--- config.mk ---
export PLATFORM = sky130hd
export DESIGN_NAME = alu_sequencer
export DESIGN_NICKNAME = d
export VERILOG_FILES = /design/src/rtl/alu_seq_pkg.sv /design/src/rtl/alu_sequencer_regfile.sv /design/src/rtl/alu_sequencer.sv
export SDC_FILE = /design/constraint.sdc
export NUM_CORES = 1
export LEC_CHECK = 0
export BUFFER_PORTS_ARGS = -buffer_cell sky130_fd_sc_hd__buf_4
export CORE_ASPECT_RATIO = 0.6
export CORE_MARGIN = 10
export CORE_UTILIZATION = 54
export CTS_CLUSTER_DIAMETER = 40
export CTS_CLUSTER_SIZE = 28
export DETAILED_ROUTE_END_ITERATION = 8
export PLACE_DENSITY = 0.79
export SYNTH_ARGS = -nofsm -noshare
export SYNTH_HDL_FRONTEND = slang
export SYNTH_SLANG_ARGS = --single-unit
--- constraint.sdc ---
create_clock -name CLK -period 2.8 [get_ports CLK]
set_clock_uncertainty 0.05 [all_clocks]
set_input_delay 0.84 -clock CLK [delete_from_list [all_inputs] [get_ports CLK]]
set_output_delay 0.84 -clock CLK [all_outputs]
set_load 0.005 [all_outputs]
--- src/rtl/alu_seq_pkg.sv ---
// Shared types and constants for the ALU sequencer: FSM states, ALU opcodes
// and the instruction field layout.
package alu_seq_pkg;

  typedef enum logic [1:0] {IDLE, DECODE, EXEC, WB} state_e;

  localparam logic [1:0] kAND = 2'd0;
  localparam logic [1:0] kADD = 2'd1;
  localparam logic [1:0] kXOR = 2'd2;
  localparam logic [1:0] kSUB = 2'd3;

  localparam int DATA_W  = 8;
  localparam int INSTR_W = 9;

  localparam int IMM_BIT = 8;
  localparam int OP_HI   = 7;
  localparam int OP_LO   = 6;
  localparam int RD_HI   = 5;
  localparam int RD_LO   = 4;
  localparam int RS_HI   = 3;
  localparam int RS_LO   = 2;
  localparam int IMM4_HI = 3;
  localparam int IMM4_LO = 0;

  typedef struct packed {
    logic       imm;
    logic [1:0] op;
    logic [1:0] rd;
    logic [1:0] rs;
    logic [3:0] imm4;
  } instr_t;

  function automatic instr_t decode(input logic [INSTR_W-1:0] ins);
    instr_t d;
    d.imm  = ins[IMM_BIT];
    d.op   = ins[OP_HI:OP_LO];
    d.rd   = ins[RD_HI:RD_LO];
    d.rs   = ins[RS_HI:RS_LO];
    d.imm4 = ins[IMM4_HI:IMM4_LO];
    return d;
  endfunction

endpackage

--- src/rtl/alu_sequencer_regfile.sv ---
// 4x8 register file: two operand read ports, one inspection read port and a
// single write port shared between preload and write-back.
module seq_regfile
  import alu_seq_pkg::*;
(
  input  logic              clk,
  input  logic              rst,
  input  logic              load_en,
  input  logic [1:0]        load_addr,
  input  logic [DATA_W-1:0] load_data,
  input  logic              wb_en,
  input  logic [1:0]        wb_addr,
  input  logic [DATA_W-1:0] wb_data,
  input  logic [1:0]        rd_a_addr,
  input  logic [1:0]        rd_b_addr,
  input  logic [1:0]        rd_c_addr,
  output logic [DATA_W-1:0] rd_a_data,
  output logic [DATA_W-1:0] rd_b_data,
  output logic [DATA_W-1:0] rd_c_data
);

  logic [3:0][DATA_W-1:0] regs_q, regs_d;

  // load_en and wb_en come from different FSM states, so they never overlap
  always_comb begin
    regs_d = regs_q;
    if (wb_en)        regs_d[wb_addr]   = wb_data;
    else if (load_en) regs_d[load_addr] = load_data;
  end

  always_ff @(posedge clk) begin
    if (rst) regs_q <= '0;
    else     regs_q <= regs_d;
  end

  assign rd_a_data = regs_q[rd_a_addr];
  assign rd_b_data = regs_q[rd_b_addr];
  assign rd_c_data = regs_q[rd_c_addr];

endmodule

--- src/rtl/alu_sequencer.sv ---
// Four-state instruction sequencer feeding an external ALU: latch, read
// operands, capture Result, write back and update the zero flag.
module alu_sequencer
  import alu_seq_pkg::*;
(
  input  logic               CLK,
  input  logic               Reset,
  input  logic               InstrValid,
  input  logic [INSTR_W-1:0] Instr,
  output logic               InstrReady,
  input  logic               LoadEn,
  input  logic [1:0]         LoadAddr,
  input  logic [DATA_W-1:0]  LoadData,
  input  logic [1:0]         ReadAddr,
  output logic [DATA_W-1:0]  ReadData,
  output logic [1:0]         ALUOp,
  output logic [DATA_W-1:0]  ALUSrcA,
  output logic [DATA_W-1:0]  ALUSrcB,
  input  logic [DATA_W-1:0]  Result,
  output logic               ZeroFlag,
  output logic               Done
);

  state_e             state_q, state_d;
  logic [INSTR_W-1:0] instr_q, instr_d;
  logic [1:0]         alu_op_q, alu_op_d;
  logic [DATA_W-1:0]  src_a_q, src_a_d;
  logic [DATA_W-1:0]  src_b_q, src_b_d;
  logic [DATA_W-1:0]  result_q, result_d;
  logic               zero_q, zero_d;

  instr_t            dec;
  logic [DATA_W-1:0] rf_a, rf_b;
  logic              rf_load_en, rf_wb_en;

  assign dec        = decode(instr_q);
  assign rf_load_en = (state_q == IDLE) && LoadEn;
  assign rf_wb_en   = (state_q == WB);

  seq_regfile u_rf (
    .clk       (CLK),
    .rst       (Reset),
    .load_en   (rf_load_en),
    .load_addr (LoadAddr),
    .load_data (LoadData),
    .wb_en     (rf_wb_en),
    .wb_addr   (dec.rd),
    .wb_data   (result_q),
    .rd_a_addr (dec.rd),
    .rd_b_addr (dec.rs),
    .rd_c_addr (ReadAddr),
    .rd_a_data (rf_a),
    .rd_b_data (rf_b),
    .rd_c_data (ReadData)
  );

  always_comb begin
    state_d  = state_q;
    instr_d  = instr_q;
    alu_op_d = alu_op_q;
    src_a_d  = src_a_q;
    src_b_d  = src_b_q;
    result_d = result_q;
    zero_d   = zero_q;
    case (state_q)
      IDLE: begin
        // a preload in the same cycle wins over instruction acceptance
        if (InstrValid && !LoadEn) begin
          instr_d = Instr;
          state_d = DECODE;
        end
      end
      DECODE: begin
        alu_op_d = dec.op;
        src_a_d  = rf_a;
        src_b_d  = dec.imm ? {4'b0000, dec.imm4} : rf_b;
        state_d  = EXEC;
      end
      EXEC: begin
        result_d = Result;
        state_d  = WB;
      end
      WB: begin
        zero_d  = (result_q == '0);
        state_d = IDLE;
      end
      default: state_d = IDLE;
    endcase
  end

  always_ff @(posedge CLK) begin
    if (Reset) begin
      state_q  <= IDLE;
      instr_q  <= '0;
      alu_op_q <= '0;
      src_a_q  <= '0;
      src_b_q  <= '0;
      result_q <= '0;
      zero_q   <= 1'b0;
    end else begin
      state_q  <= state_d;
      instr_q  <= instr_d;
      alu_op_q <= alu_op_d;
      src_a_q  <= src_a_d;
      src_b_q  <= src_b_d;
      result_q <= result_d;
      zero_q   <= zero_d;
    end
  end

  assign InstrReady = (state_q == IDLE) && !LoadEn;
  // a reset landing on WB aborts the write-back, so suppress the pulse too
  assign Done       = (state_q == WB) && !Reset;
  assign ALUOp      = alu_op_q;
  assign ALUSrcA    = src_a_q;
  assign ALUSrcB    = src_b_q;
  assign ZeroFlag   = zero_q;

endmodule

==> results by group, run 1 <==
Placed design
  – Port buffer count: 61
  – Placed Instances: 544
  – Hpwl dp: 7.96 mm
  – Post-DP Area: 0.00461 mm2
  – Placer Congestion: 0.872

Floorplan
  – Die Y: 87.6 um
  – Cell row count: 24
  – Initial Util: 56.1%
  – Area of the die: 0.0116 mm2
  – Die X: 133 um
  – I/O pin total: 62
  – Core Box Area: 0.00733 mm2

Logic synthesis
  – Synth Warn #: 0
  – Main combinational cell family by area after synthesis: multiplexers
  – Multiplexer area fraction after synthesis: 24.0%
  – Mapped Cells: 410
  – Post-Syn Area: 0.00411 mm2
  – Simple-gate share of the synthesized area: 22.3%
  – Seq/Total Area, Yosys: 34.1%
  – Synth top area cells: dfxtp_1, mux4_2, mux2_2
  – Post-synthesis adder-cell area fraction: 1.22%
  – Synth top area share: 34.1%
  – Compound-Gate Fraction of Synth Area: 13.5%
  – Cell taking the most area after synthesis: dfxtp_1
  – Net Count, Synth: 447
  – Distinct cells, synth: 38
  – Mapped Avg Cell Area: 10.0 um2
  – Xor/xnor share of the synthesized area: 0%
  – Yosys reg bits: 70

Routing
  – DR vias/cell: 6.33
  – DRC: 0
  – Via count: 3540
  – Average wire per standard cell: 20.1 um
  – Drt first pass iters: 5
  – Final wirelength: 11.3 mm
  – Final ANT Viol Nets: 0
  – Initial DRC count: 446

Cells and area
  – Ratio of cells with drive above 1 in the final layout: 30.5%
  – Most common cell after layout, fill and taps aside: buf_4
  – Final core utilization: 66.9%
  – P&R area growth vs syn: 19.2%
  – Sequential cell area: 0.00140 mm2
  – Fillers: 625
  – Nets: 488
  – Non-Filler Instances: 559
  – Most frequent cells in the layout: buf_4, dfxtp_1, a21oi_1, nor2b_1, nor2_1
  – Ant diodes: 0
  – Multi-input gate area: 0.00251 mm2
  – Fin area: 0.00490 mm2

Worst setup path
  – R2R Path Start: state_q[0]
  – Worst Setup End Kind: primary output
  – Reg-to-reg endpoint: u_rf.regs_q[13]
  – Flop-to-flop setup slack: 490 ps
  – Critical path data required time: 1910 ps
  – Largest fanout on the critical path: 8
  – Worst reg2reg path depth: 6
  – Worst setup path class: primary input to primary output
  – Arrival time worst endpoint: 1710 ps
  – CP Launch Type: primary input

Status
  – Outcome: complete, no violations

STA
  – Slew Limit Headroom: 54.3%
  – Fin crit share: 92.7%
  – Final setup fails: 0
  – Least-Margin Pin Slew: 685 ps
  – Setup_tns: 0 ps
  – Fmax: 385 MHz
  – RSZ-0062 raised after global routing: false
  – Fin. max-slew vios: 0
  – Crit path time final: 2600 ps
  – Hold Fails Final Rpt: 0

GRT
  – Largest net degree at the start of global routing: 95
  – Gr ovfl total: 0
  – First-pass GRT wire length: 17.8 mm
  – Vias in the first global route: 3190
  – Total GRT Usage: 19.2%
  – Initial antenna violation count: 0

Power and ir drop
  – VDD IR max: 0.000355 V
  – P_leak: 1.81 nW
  – Cell area power density: 671 mW/mm2

Min path
  – Worst Hold Class: register to register
  – Hold Path Stages: 2
  – Min-delay src: instr_q[7]
  – Worst hold endpoint: instr_q[7]

Clock tree
  – H-Tree Depth: 3
  – Post-CTS sizing: 0
  – Clk sinks: 70
  – Clk_lat worst skew: 340 ps
  – Root Buffer: clkbuf_16
  – Clk buf depth: 2
  – TritonCTS clock tree: done
  – Post-CTS Hold Buffers: 0
  – Num CTS Buffers: 9
  – Postcts setup bufs: 0
  – Clk slew on worst S/H paths: 60 ps

Job
  – Max Cap Viol: 0
critical path, cell delays in order:
cell and delay (ps):
buf_4 180, mux4_2 530, buf_4 150
per-stage QoR:
stage	worst slack, ps	power (mW)	hold slack (ps)
floorplan	310	1.88	386
global placement	218	2.16	392
detailed placement	198	2.18	406
CTS	198	3.30	414
global route	153	3.45	442
finish	204	3.29	412
area by class of cell:
cell class | count | area share [%]
timing repair buffer | 72 | 11.3
inverter | 5 | 0.383
tap | 104 | 2.65
clock buffer | 9 | 4.59
sequential | 70 | 28.6
multi-input combinational | 293 | 51.2
clock inverter | 6 | 1.30
routing by layer:
| metal | wire length (um) | track usage (%) | up-vias |
|---|---|---|---|
| li1 | - | - | 1652 |
| met1 | 5340 | 26.3 | 1711 |
| met3 | 1240 | 9.54 | 13 |
| met2 | 4560 | 26.1 | 164 |
| met5 | 0 | 0 | - |
| met4 | 112 | 4.97 | 0 |
power by group:
group	switching [mW]	total (mW)	internal, mW
Clock	0.434	1.12	0.682
Sequential	0.143	1.26	1.12
Combinational	0.479	0.918	0.438
Total	1.06	3.29	2.24
flip-flops by register name (all words and copies together), names as in the netlist:
name / cells
ALUOp: 2
ALUSrcA: 8
ALUSrcB: 8
ZeroFlag: 1
instr_q: 9
result_q: 8
state_q: 2
u_rf.regs_q: 32
how the worst max path moves through the flow:
stage | start | end | slack (ps) | cells past startpoint
floorplan | ReadAddr[0] | ReadData[0] | 310 | 2
global placement | ReadAddr[0] | ReadData[0] | 220 | 3
detailed placement | ReadAddr[0] | ReadData[0] | 200 | 3
CTS | ReadAddr[0] | ReadData[0] | 200 | 3
global route | state_q[1] | InstrReady | 150 | 5
finish | ReadAddr[0] | ReadData[0] | 200 | 3
cell usage after synthesis (all sizes together):
library cell  instances
dfxtp                70
a21oi                39
nor2b                35
nor2                 30
mux2                 28
buf                  25
nand4b               24
mux2i                22
mux4                 20
clkbuf               17
a211oi               11
a32oi                11
nand3                10
nand2                 9
or4bb                 9
a221oi                8
nand4                 8
nand4bb               7
inv                   5
ha                    4
o21ai                 3
a222oi                2
a31oi                 2
nor4                  2
o211a                 2
a22o                  1
and3                  1
and3b                 1
nand2b                1
nand3b                1
nor3                  1
or3                   1
logic make-up (layout without fill, tap and decap cells):
logic type               after synthesis  in the layout
AND/OR/NAND/NOR                      140            140
AO/OA/AOI/OAI                         79             79
multiplexers                          70             70
flip-flops                            70             70
buffers and inverters                 47             92
adder cells (fa/ha/maj)                4              4
Power figures use the tool's default switching activity.
==> inputs of run 2 (changes only) <==
- ABC_AREA: default -> 1
- PLACE_DENSITY: 0.79 -> 0.8
==> run 2 against run 1 <==
Effect of this change: worst setup slack worse by 16 ps; clock power about the same; wire length rose by 11%; die area decreased by 4.0%; synthesized cell count grew 52%; final area decreased by 3.9%; sequential cell count stayed put; non-clock buffer count shrank 6; critical path depth is 3 higher; global-route usage grew 3.7 points; via count rose by 25%; largest cell class unchanged; largest power group unchanged.
==> results by group, run 2 <==
Logic synthesis
  – Synth Warn #: 0
  – Yosys reg bits: 70
  – Seq/Total Area, Yosys: 35.8%
  – Most frequent cell after synthesis: nand2_1
  – Post-synth EDFFs: 0
  – Post-Syn Area: 0.00391 mm2
  – Net Count, Synth: 662
  – Top FF cell, synth: dfxtp_1
  – Synth top area share: 35.8%
  – Distinct cells, synth: 27
  – Mapped Avg Cell Area: 6.26 um2
  – Commonest cells post-synth: nand2_1, nor2_1, o21ai_0, dfxtp_1, inv_1
  – FFs w/ async S/R, synth: 0%
  – Mapped Cells: 625
  – Cell taking the most area after synthesis: dfxtp_1
  – Synth top area cells: dfxtp_1, nand2_1, nor2_1

Routing
  – Via count: 4424
  – Top Layer Used: met4
  – DR vias/cell: 5.75
  – Met3 Wirelength: 1.36 mm
  – DRC: 0
  – Initial DRC count: 607
  – Final ANT Viol Nets: 0
  – Final wirelength: 12.5 mm
  – Metal2 WL: 5.42 mm
  – Average wire per standard cell: 16.3 um
  – Met1 wire length: 5.51 mm
  – Drt first pass iters: 5

Placed design
  – Placer Congestion: 0.969
  – Port buffer count: 61
  – Hpwl dp: 9.47 mm
  – Post-DP Area: 0.00442 mm2

GRT
  – Gr ovfl total: 0
  – Largest net degree at the start of global routing: 42
  – Vias in the first global route: 4147
  – Total GRT Usage: 22.8%
  – First-pass GRT wire length: 20.5 mm
  – Initial antenna violation count: 0

Power and ir drop
  – Cell area power density: 814 mW/mm2
  – VDD IR max: 0.000518 V
  – P_leak: 2.21 nW
  – Tot Pwr: 3.84 mW

Floorplan
  – Area of the die: 0.0112 mm2
  – I/O pin total: 62
  – Cell row count: 23
  – Die X: 130 um
  – Initial Util: 57.1%
  – Core Box Area: 0.00685 mm2
  – Die Y: 85.9 um

Worst setup path
  – Largest fanout on the critical path: 14
  – Critical path data required time: 1910 ps
  – CP delay by family, top: buffers and inverters
  – Worst Setup End Kind: primary output
  – Worst setup path class: primary input to primary output
  – Critical path's slowest cell: clkinvlp_4
  – CP Launch Type: primary input
  – Arrival time worst endpoint: 1720 ps
  – CP Cell Sequence: buf_4, clkinvlp_4, o21ai_0, a21oi_1, a21oi_1, buf_4
  – CP bufs+invs: 3
  – CP peak stage delay: 250 ps

Cells and area
  – Nets: 715
  – Most common cell after layout, fill and taps aside: nand2_1
  – Most frequent cells in the layout: nand2_1, nor2_1, o21ai_0, dfxtp_1, buf_4
  – P&R area growth vs syn: 20.6%
  – Largest Register: u_rf.regs_q
  – Biggest regs: u_rf.regs_q (32), instr_q (9)
  – Fin area: 0.00471 mm2
  – Ratio of cells with drive above 1 in the final layout: 15.2%
  – Ant diodes: 0
  – Max FFs per register: 32
  – Final core utilization: 68.8%

STA
  – Least-Margin Pin Slew: 616 ps
  – Slew Limit Headroom: 58.9%
  – Fin. max-slew vios: 0
  – Hold Fails Final Rpt: 0
  – Fmax: 383 MHz
  – Final setup fails: 0
  – Setup_tns: 0 ps
  – Hold WS: 415 ps
  – Crit path time final: 2610 ps
  – RSZ-0062 raised after global routing: false
  – Fin crit share: 93.3%

Clock tree
  – H-Tree Depth: 3
  – Num CTS Buffers: 9
  – Clk sinks: 70
  – Clk buf depth: 2
  – Root Buffer: clkbuf_16
  – Clk slew on worst S/H paths: 50 ps
  – TritonCTS clock tree: done
  – Clk_lat worst skew: 330 ps

Min path
  – Worst Hold Class: register to register

Job
  – Max Cap Viol: 0

Status
  – Outcome: complete, no violations
==> run 2: tightest hold or removal path: stages (launching register included) <==
cell and delay, ps:
dfxtp_1 310, nand2_1 60, a21oi_1 50
==> run 2: path summary, 6_finish.rpt <==
check / startpoint / to / slack, ps / cells past startpoint
min: ALUSrcB[7] / ALUSrcB[7] / 410 / 2
max reg2reg: state_q[0] / u_rf.regs_q[7] / 940 / 9
max: ReadAddr[1] / ReadData[4] / 190 / 6
min reg2reg: ALUSrcB[7] / ALUSrcB[7] / 410 / 2
==> run 2: cell type report <==
type                            instances  area, um2
Fill cell                             611       2130
Sequential cell                        70       1400
Multi-Input combinational cell        474       2180
Clock buffer                           15        288
Inverter                               57        218
Tap cell                               87        109
Timing Repair Buffer                   66        520
==> run 2: cells by family (layout without fill, tap and decap cells) <==
kind of cell,count (synthesis),after routing,synth area share [%]
simple gates,338,338,36.7
flops,70,70,35.8
buf+inv,81,138,8.45
fa+ha+maj,4,4,1.28
compound gates,132,132,17.7
==> run 2: power by group <==
group / total [mW] / internal, mW / switching, mW / leakage, nW
clock: 1.10 / 0.692 / 0.410 / 0.142
combinational: 1.32 / 0.499 / 0.822 / 1.50
sequential: 1.41 / 1.22 / 0.190 / 0.571
==> run 2: what timing repair did <==
item                                    CTS  global route
hold buffers                              0             0
buffers inserted                          0             0
resized for setup                         0             1
endpoints found under the setup margin    0             4
==> run 2: through the flow <==
step / setup slack (ps) / cells
6_report: 188 / 769
5_1_grt: 113 / 769
4_1_cts: 38.3 / 769
3_5_place_dp: 112 / 754
3_3_place_gp: 179 / 754
2_1_floorplan: 459 / 625
==> run 2: routing by layer <==
metal,up-vias,track usage (%)
li1,2123,-
met1,2036,30.7
met2,233,34.3
met3,32,6.95
met4,0,6.91
met5,-,0
==> inputs of run 3 (changes only) <==
- CTS_BUF_LIST: default -> sky130_fd_sc_hd__clkbuf_2
==> run 3 against run 2 <==
Effect of this change: global-route usage is 0.50 points lower; wire length is 0.91% lower; critical endpoint unchanged; first-iteration DRC count is 14% lower; sequential power hardly changed; largest cell class unchanged; count of clock-buffer cells in the layout is 4 lower; largest power group unchanged; highest routed layer unchanged.
==> results by group, run 3 (synthesis gave the netlist of run 2 again) <==
Status
  – Outcome: complete, no violations

Clock tree
  – Clk sinks: 70
  – Post-CTS Hold Buffers: 0
  – Clk buf depth: 2
  – Root Buffer: clkbuf_2
  – Clk slew on worst S/H paths: 170 ps
  – Post-CTS sizing: 0
  – H-Tree Depth: 3
  – Num CTS Buffers: 9
  – TritonCTS clock tree: done
  – Clk_lat worst skew: 530 ps
  – Postcts setup bufs: 0

GRT
  – Initial antenna violation count: 0
  – First-pass GRT wire length: 20.1 mm
  – Largest net degree at the start of global routing: 42
  – Gr ovfl total: 0
  – Vias in the first global route: 4133
  – Total GRT Usage: 22.3%

STA
  – Setup_tns: 0 ps
  – Fmax: 388 MHz
  – Least-Margin Pin Slew: 625 ps
  – Final setup fails: 0
  – Slew Limit Headroom: 58.3%
  – Fin. max-slew vios: 0
  – Hold Fails Final Rpt: 0
  – Worst path setup slack after routing: 221 ps
  – Crit path time final: 2580 ps
  – Fin crit share: 92.1%
  – RSZ-0062 raised after global routing: false

Power and ir drop
  – VDD IR max: 0.000417 V
  – P_leak: 2.12 nW
  – Sequential share of power: 44.2%
  – Clock share of power: 14.5%
  – Psw: 1.36 mW
  – Internal Power: 1.83 mW
  – Cell area power density: 708 mW/mm2
  – Switching share of total power: 42.6%
  – Combinational share of power: 41.3%

Cells and area
  – Ant diodes: 0
  – Largest Register: u_rf.regs_q
  – Most common cell after layout, fill and taps aside: nand2_1
  – Final core utilization: 65.7%
  – Nets: 715
  – Fillers: 648
  – Fin area: 0.00450 mm2
  – Ratio of cells with drive above 1 in the final layout: 15.0%
  – Most frequent cells in the layout: nand2_1, nor2_1, o21ai_0, dfxtp_1, buf_4
  – Max FFs per register: 32
  – Non-Filler Instances: 769
  – Biggest regs: u_rf.regs_q (32), instr_q (9)
  – P&R area growth vs syn: 15.0%

Routing
  – Met1 wire length: 5.45 mm
  – Drt first pass iters: 6
  – Average wire per standard cell: 16.2 um
  – DRC: 0
  – Metal2 WL: 5.29 mm
  – Final ANT Viol Nets: 0
  – Initial DRC count: 523
  – Top Layer Used: met4
  – DR vias/cell: 5.71
  – Met3 Wirelength: 1.45 mm
  – Via count: 4394
  – Final wirelength: 12.4 mm

Job
  – Max Cap Viol: 0

Worst setup path
  – Reg-to-reg endpoint: u_rf.regs_q[7]
  – CP startpoint: ReadAddr[1]
  – Worst setup path class: primary input to primary output
  – Worst Setup End Kind: primary output
  – Critical path data required time: 1910 ps
  – R2R Path Start: state_q[0]
  – Worst reg2reg path depth: 9
  – Flop-to-flop setup slack: 930 ps
  – CP Launch Type: primary input
  – Critical Path Sink: ReadData[4]
  – Largest fanout on the critical path: 14
  – Arrival time worst endpoint: 1690 ps

Floorplan
  – Die X: 130 um
  – Initial Util: 57.1%
  – Die Y: 85.9 um
  – I/O pin total: 62
  – Core Box Area: 0.00685 mm2
  – Area of the die: 0.0112 mm2
  – Cell row count: 23

Placed design
  – Pre-CTS WS: 112 ps
  – Post-DP Area: 0.00442 mm2
  – Placer Congestion: 0.969
  – Port buffer count: 61
  – Hpwl dp: 9.47 mm
  – Placed Instances: 754

Min path
  – Worst Hold Class: register to register
## run 3: changes by cell type in the layout (fill, tap and decap cells not counted)
cell / change
clkbuf_1: -2
clkbuf_16: -9
clkbuf_2: +11
clkbuf_8: -4
clkinv_1: +4
## run 3: power groups by stage
stage	sequential (mW)	clock, mW	combinational, mW
floorplan	1.37	0	0.855
global placement	1.42	0	1.26
detailed placement	1.43	0	1.29
CTS	1.40	0.462	1.30
global route	1.44	0.494	1.48
finish	1.41	0.463	1.31
## run 3: routing by layer
layer / track usage [%] / vias up
met4: 7.11 / 0
met3: 7.38 / 30
li1: - / 2119
met5: 0 / -
met2: 32.9 / 249
met1: 30.0 / 1996
## run 3: worst min-delay path by stage
stage,start,end,slack (ps),cells after the start
finish,ALUSrcB[7],ALUSrcB[7],430,2
global placement,ALUSrcB[7],ALUSrcB[7],410,2
CTS,ALUSrcB[7],ALUSrcB[7],430,2
detailed placement,ALUSrcB[7],ALUSrcB[7],410,2
floorplan,instr_q[0],instr_q[0],390,2
global route,Result[5],result_q[5],430,3
## run 3: through the flow
stage	total power, mW	hold slack, ps
3_5_place_dp	2.72	408
6_report	3.19	429
3_3_place_gp	2.68	407
2_1_floorplan	2.22	390
4_1_cts	3.16	430
5_1_grt	3.41	434
## run 3: critical path: stages
cell,delay (ps)
buf_4,100
clkinvlp_4,220
o21ai_0,170
a21oi_1,60
a21oi_1,150
buf_4,140
## run 3: final cells by class
cell class / instances / area (um2) / share of cell area (%)
clock inverter: 4 / 15.0 / 0.334
timing repair buffer: 66 / 520 / 11.6
tap: 87 / 109 / 2.42
sequential: 70 / 1400 / 31.2
inverter: 57 / 218 / 4.84
clock buffer: 11 / 55.1 / 1.22
multi-input combinational: 474 / 2180 / 48.4
